### src/rtl/seg7_scan_ctrl.sv
// Multiplexed 7-segment scan driver with double-buffered
// digit data, per-digit enable, decimal point and blink.
module seg7_scan_ctrl #(
  parameter int NUM_DIGITS   = 8,
  parameter int DIV          = 1,
  parameter int BLINK_FRAMES = 64,
  parameter int HEX_MODE     = 0
) (
  input  logic                    ck,
  input  logic                    rst_n,
  input  logic [4*NUM_DIGITS-1:0] digit_val,
  input  logic [NUM_DIGITS-1:0]   digit_en,
  input  logic [NUM_DIGITS-1:0]   dp,
  input  logic [NUM_DIGITS-1:0]   blink_mask,
  input  logic                    load,
  output logic [7:0]              seg,
  output logic [NUM_DIGITS-1:0]   an,
  output logic                    frame_done,
  output logic                    pending,
  output logic                    blink_phase
);

  localparam int IW = (NUM_DIGITS > 1) ? $clog2(NUM_DIGITS) : 1;
  localparam int PW = (DIV > 1) ? $clog2(DIV) : 1;
  localparam int FW = (BLINK_FRAMES > 1) ? $clog2(BLINK_FRAMES) : 1;

  localparam logic [IW-1:0] LAST_IDX = IW'(NUM_DIGITS - 1);
  localparam logic [PW-1:0] LAST_PS  = PW'(DIV - 1);
  localparam logic [FW-1:0] LAST_FR  = FW'(BLINK_FRAMES - 1);
  localparam logic [NUM_DIGITS-1:0] ONE = NUM_DIGITS'(1);

  logic [PW-1:0] presc_q, presc_d;
  logic [IW-1:0] idx_q, idx_d;
  logic [FW-1:0] fcnt_q, fcnt_d;
  logic          blink_q, blink_d;
  logic          pend_q, pend_d;
  logic          fdone_q;
  logic [7:0]    seg_q, seg_d;
  logic [NUM_DIGITS-1:0] an_q, an_d;

  logic [4*NUM_DIGITS-1:0] act_val_q, act_val_d;
  logic [NUM_DIGITS-1:0]   act_en_q, act_en_d;
  logic [NUM_DIGITS-1:0]   act_dp_q, act_dp_d;
  logic [NUM_DIGITS-1:0]   act_bm_q, act_bm_d;
  logic [4*NUM_DIGITS-1:0] pnd_val_q, pnd_val_d;
  logic [NUM_DIGITS-1:0]   pnd_en_q, pnd_en_d;
  logic [NUM_DIGITS-1:0]   pnd_dp_q, pnd_dp_d;
  logic [NUM_DIGITS-1:0]   pnd_bm_q, pnd_bm_d;

  logic       tick;
  logic       wrap;
  logic       lit;
  logic [3:0] code;

  // Active-low glyphs; codes above 9 depend on HEX_MODE.
  function automatic logic [6:0] glyph(input logic [3:0] c);
    logic [6:0] g;
    g = 7'h7F;
    unique case (c)
      4'h0: g = 7'h40;
      4'h1: g = 7'h79;
      4'h2: g = 7'h24;
      4'h3: g = 7'h30;
      4'h4: g = 7'h19;
      4'h5: g = 7'h12;
      4'h6: g = 7'h02;
      4'h7: g = 7'h78;
      4'h8: g = 7'h00;
      4'h9: g = 7'h10;
      4'hA: g = (HEX_MODE != 0) ? 7'h08 : 7'h7F;
      4'hB: g = (HEX_MODE != 0) ? 7'h03 : 7'h7F;
      4'hC: g = (HEX_MODE != 0) ? 7'h46 : 7'h7F;
      4'hD: g = (HEX_MODE != 0) ? 7'h21 : 7'h7F;
      4'hE: g = (HEX_MODE != 0) ? 7'h06 : 7'h7F;
      4'hF: g = (HEX_MODE != 0) ? 7'h0E : 7'h7F;
      default: g = 7'h7F;
    endcase
    return g;
  endfunction

  assign tick = (presc_q == LAST_PS);
  assign wrap = tick && (idx_q == LAST_IDX);

  // Scan position, frame/blink counters and buffer hand-over.
  always_comb begin
    presc_d   = tick ? '0 : presc_q + 1'b1;
    idx_d     = idx_q;
    fcnt_d    = fcnt_q;
    blink_d   = blink_q;
    pend_d    = pend_q;
    act_val_d = act_val_q;
    act_en_d  = act_en_q;
    act_dp_d  = act_dp_q;
    act_bm_d  = act_bm_q;
    pnd_val_d = pnd_val_q;
    pnd_en_d  = pnd_en_q;
    pnd_dp_d  = pnd_dp_q;
    pnd_bm_d  = pnd_bm_q;
    if (tick) begin
      idx_d = (idx_q == LAST_IDX) ? '0 : idx_q + 1'b1;
    end
    if (wrap) begin
      if (fcnt_q == LAST_FR) begin
        fcnt_d  = '0;
        blink_d = ~blink_q;
      end else begin
        fcnt_d = fcnt_q + 1'b1;
      end
      if (load) begin
        act_val_d = digit_val;
        act_en_d  = digit_en;
        act_dp_d  = dp;
        act_bm_d  = blink_mask;
        pend_d    = 1'b0;
      end else if (pend_q) begin
        act_val_d = pnd_val_q;
        act_en_d  = pnd_en_q;
        act_dp_d  = pnd_dp_q;
        act_bm_d  = pnd_bm_q;
        pend_d    = 1'b0;
      end
    end else if (load) begin
      pnd_val_d = digit_val;
      pnd_en_d  = digit_en;
      pnd_dp_d  = dp;
      pnd_bm_d  = blink_mask;
      pend_d    = 1'b1;
    end
  end

  // Outputs follow the post-edge digit and data, so the
  // first slot of a frame already shows the new buffer.
  always_comb begin
    lit  = act_en_d[idx_d] && !(blink_d && act_bm_d[idx_d]);
    code = act_val_d[{idx_d, 2'b00} +: 4];
    seg_d = 8'hFF;
    an_d  = '1;
    if (lit) begin
      seg_d = {~act_dp_d[idx_d], glyph(code)};
      an_d  = ~(ONE << idx_d);
    end
  end

  // State registers.
  always_ff @(posedge ck or negedge rst_n) begin
    if (!rst_n) begin
      presc_q   <= '0;
      idx_q     <= '0;
      fcnt_q    <= '0;
      blink_q   <= 1'b0;
      pend_q    <= 1'b0;
      fdone_q   <= 1'b0;
      seg_q     <= 8'hFF;
      an_q      <= '1;
      act_val_q <= '0;
      act_en_q  <= '0;
      act_dp_q  <= '0;
      act_bm_q  <= '0;
      pnd_val_q <= '0;
      pnd_en_q  <= '0;
      pnd_dp_q  <= '0;
      pnd_bm_q  <= '0;
    end else begin
      presc_q   <= presc_d;
      idx_q     <= idx_d;
      fcnt_q    <= fcnt_d;
      blink_q   <= blink_d;
      pend_q    <= pend_d;
      fdone_q   <= wrap;
      seg_q     <= seg_d;
      an_q      <= an_d;
      act_val_q <= act_val_d;
      act_en_q  <= act_en_d;
      act_dp_q  <= act_dp_d;
      act_bm_q  <= act_bm_d;
      pnd_val_q <= pnd_val_d;
      pnd_en_q  <= pnd_en_d;
      pnd_dp_q  <= pnd_dp_d;
      pnd_bm_q  <= pnd_bm_d;
    end
  end

  assign seg         = seg_q;
  assign an          = an_q;
  assign frame_done  = fdone_q;
  assign pending     = pend_q;
  assign blink_phase = blink_q;

endmodule
### config.mk
export PLATFORM = sky130hd
export DESIGN_NAME = seg7_scan_ctrl
export DESIGN_NICKNAME = d
export VERILOG_FILES = /design/src/rtl/seg7_scan_ctrl.sv
export SDC_FILE = /design/constraint.sdc
export NUM_CORES = 1
export LEC_CHECK = 0
export CORE_UTILIZATION = 40
export CTS_CLUSTER_SIZE = 12
export DETAILED_ROUTE_END_ITERATION = 10
export GPL_TIMING_DRIVEN = 0
export SYNTH_ARGS = -nofsm -noshare
export SYNTH_HDL_FRONTEND = slang
export SYNTH_SLANG_ARGS = --single-unit
### constraint.sdc
create_clock -name ck -period 3.6 [get_ports ck]
set_input_delay 0.36 -clock ck [delete_from_list [all_inputs] [get_ports ck]]
set_output_delay 0.36 -clock ck [all_outputs]
set_load 0.01 [all_outputs]
==> results.json <==
{
  "status": "finished, final reports clean",
  "synth.distinct_cells": 65,
  "synthCells": 631,
  "power_frac_clock": 0.444,
  "crit_fanout": 10,
  "n_antenna_cell": 0,
  "synth-edff-count": 0,
  "tightest_slew_ns": 0.7360,
  "netlist.top_cell.by_area": "dfrtp_1",
  "p_sw_frac": 0.2410,
  "dp_cells": 929,
  "dr.max_layer_used": "met4",
  "dr.pass1.iters": 5,
  "clock_path_buffers": 2,
  "io_pins": 78,
  "maxCapViolations": 0,
  "drv_slew": 0,
  "clock_sinks": 140,
  "ys_top_cells_by_count": "124 x dfrtp_1, 56 x mux2_2, 44 x a21oi_1",
  "crit_path_start_kind": "flop",
  "hp-class": "in2async",
  "synth.most_common_cell": "dfrtp_1",
  "synth_area_um2": 6885,
  "final_cell_area_um2": 8661,
  "ys_seq_area_frac": 0.5117,
  "stdcell_count": 961,
  "syn_nets": 699,
  "track_usage": 0.2384,
  "cts.htree.levels": 4,
  "synth_flop_cell": "dfrtp_1",
  "drtIter0Drc": 365,
  "synth_area_leaders": "dfrtp_1 45%, mux2_2 9.2%, dfstp_2 6.1%, a21oi_1 3.2%, o21ai_0 3.0%",
  "crit_required_ns": 3.95,
  "max_freq_ghz": 0.2907,
  "power_frac_seq": 0.426,
  "finClkSkew_ns": 0.01025,
  "die_y_um": 133.2,
  "place_congestion": 0.8463,
  "post-route-worst-setup-slack_ns": 0.1604,
  "grt_pass1_vias": 5899,
  "overflow": 0,
  "wl_met3_um": 968,
  "route.detailed.drc": 0,
  "place.port_buffers": 77,
  "relSlewSlack": 0.5094,
  "power.net_switching_mw": 1.023,
  "final_layout_size_suffix_gt1_frac": 0.2294,
  "rows": 47,
  "start_util": 0.4123,
  "p_comb_frac": 0.130,
  "post_cts_buffers": 0,
  "fin_crit_ns": 3.440,
  "whs_ns": 0.4811,
  "clock_latency_ns": 0.42,
  "antenna_left": 0,
  "vias": 5600,
  "synthArstFlopShare": 1.000,
  "end_kind": "flop",
  "finalWirelength_mm": 19.73,
  "core-area_um2": 16700,
  "wl_met1_mm": 8.646,
  "antenna_found_initial": 0,
  "finalCritPeriodShare": 0.9554,
  "area_delta_synth_final_pct": 25.79,
  "irDropWorstVdd_mv": 0.3516,
  "rsz0062_at_grt": "yes",
  "grt_max_degree": 87,
  "hold_viol": 0,
  "arrival_ns": 3.79,
  "dieWidth_um": 133.2,
  "netlist.area_leader.share": 0.4507,
  "route.detailed.wl_per_inst_um": 20.53,
  "place_ws_ns": -0.2583,
  "dp_hpwl_mm": 13.95,
  "leakage_nw": 3.489,
  "placed_area_um2": 7960,
  "ys_ff_latch": 140,
  "worstSetupPathType": "reg2reg",
  "cts_tree": "yes",
  "die_area_um2": 17740,
  "ys_warn_count": 0,
  "path_clk_slew_ns": 0.06,
  "post_drt_via_cell_ratio": 5.827,
  "intPower_mw": 3.223,
  "wl_met2_mm": 9.621,
  "finalSetupViolations": 0,
  "syn_area_per_cell_um2": 10.91,
  "fin_nets": 796,
  "root_buffer": "clkbuf_16",
  "numCtsBuffers": 17,
  "grt_pass1_wl_mm": 32.14,
  "p_per_area_nw_per_um2": 490.2
}
==> power groups by stage <==
stage	logic, mW	registers, mW	clock network (mW)
after floorplan	0.313	1.82	0
final	0.551	1.81	1.89
after detailed placement	0.542	1.83	0
after CTS	0.548	1.81	1.91
after global routing	0.608	1.82	1.98
after global placement	0.523	1.83	0
==> routing by layer <==
metal / up-vias / track usage
li1: 2547 / -
met1: 2814 / 0.3120
met2: 199 / 0.3918
met3: 40 / 0.05023
met4: 0 / 0.08396
met5: - / 0
==> sequential cells by signal, indices dropped and copies added (netlist names) <==
signal / count
act_val_q: 32
pnd_val_q: 32
act_bm_q: 8
act_dp_q: 8
act_en_q: 8
an: 8
pnd_bm_q: 8
pnd_dp_q: 8
pnd_en_q: 8
seg: 8
fcnt_q: 6
idx_q: 3
blink_phase: 1
frame_done: 1
pending: 1
==> worst max-delay path, stage by stage, from the launching register on <==
cell	delay, ns
dfrtp_1	0.37
ha_1	0.22
ha_1	0.20
buf_6	0.14
buf_6	0.14
buf_2	0.23
buf_2	0.25
a32o_1	0.25
o21ai_0	0.20
nand4_1	0.30
nand2_2	0.21
inv_1	0.08
ha_1	0.21
or3_1	0.39
a21bo_1	0.18
==> cell usage in the layout, fill, tap and decap left out, types with 4 or more instances in the layout <==
cell / n
clkbuf_1: 11
nand3b_1: 24
a21oi_1: 44
o21ai_1: 10
nand4_1: 10
o32ai_1: 11
clkdlybuf4s50_1: 76
dfstp_2: 16
nand2b_1: 8
nor2_1: 29
buf_4: 8
buf_6: 8
inv_1: 12
o22ai_1: 31
nor3_1: 7
o21ai_0: 41
nand4b_1: 5
clkbuf_16: 17
a21boi_0: 4
xnor2_1: 4
nand2_1: 32
a211oi_1: 7
buf_2: 20
bufinv_16: 4
dfrtp_1: 124
or3_1: 4
mux2_2: 56
ha_1: 9
a32oi_1: 5
nand3_1: 21
==> cell families after synthesis <==
| group | after synthesis | synth area share |
|---|---|---|
| flops | 140 | 0.5117 |
| mux | 59 | 0.09776 |
| simple gates | 163 | 0.1312 |
| fa+ha+maj | 9 | 0.01636 |
| buf+inv | 65 | 0.05215 |
| compound gates | 190 | 0.1844 |
| xor+xnor | 5 | 0.006360 |
==> final timing paths <==
| check | startpoint | end | slack [ns] | depth (start not counted) |
|---|---|---|---|---|
| min | rst_n | pnd_val_q[17] | 0.48 | 2 |
| max in group asynchronous | rst_n | an[5] | 2.29 | 3 |
| max | idx_q[0] | seg[5] | 0.16 | 14 |
| max reg2reg | idx_q[0] | seg[5] | 0.16 | 14 |
| min reg2reg | act_val_q[5] | act_val_q[5] | 0.48 | 2 |
| min in group ck | act_val_q[5] | act_val_q[5] | 0.48 | 2 |
==> timing repair <==
action | in CTS | in global routing
pin swaps | 0 | 1
cloned | 0 | 0
hold buffers | 1 | 0
gates resized for setup | 1 | 12
hold endpoints to repair | 42 | 0
endpoints found under the setup margin | 5 | 12
==> cell type report <==
type	instances	area, um2
Fill cell	1523	8040
Sequential cell	140	3523
Multi-Input combinational cell	426	3048
Timing Repair Buffer	79	809.5
Clock buffer	22	474.2
Buffer	49	311.5
Tap cell	220	275.3
Clock inverter	10	162.7
Inverter	15	56.30
==> metrics by stage <==
step                TNS [ns]  utilization  power [mW]
finish                     0       0.5186       4.246
detailed placement    -1.074       0.4766       2.376
global route        -0.01370       0.5186       4.412
CTS                        0       0.5157       4.267
global placement     -450.99       0.4749       2.351
floorplan                  0            -       2.132
No activity file was read; power rests on OpenSTA's default activity.
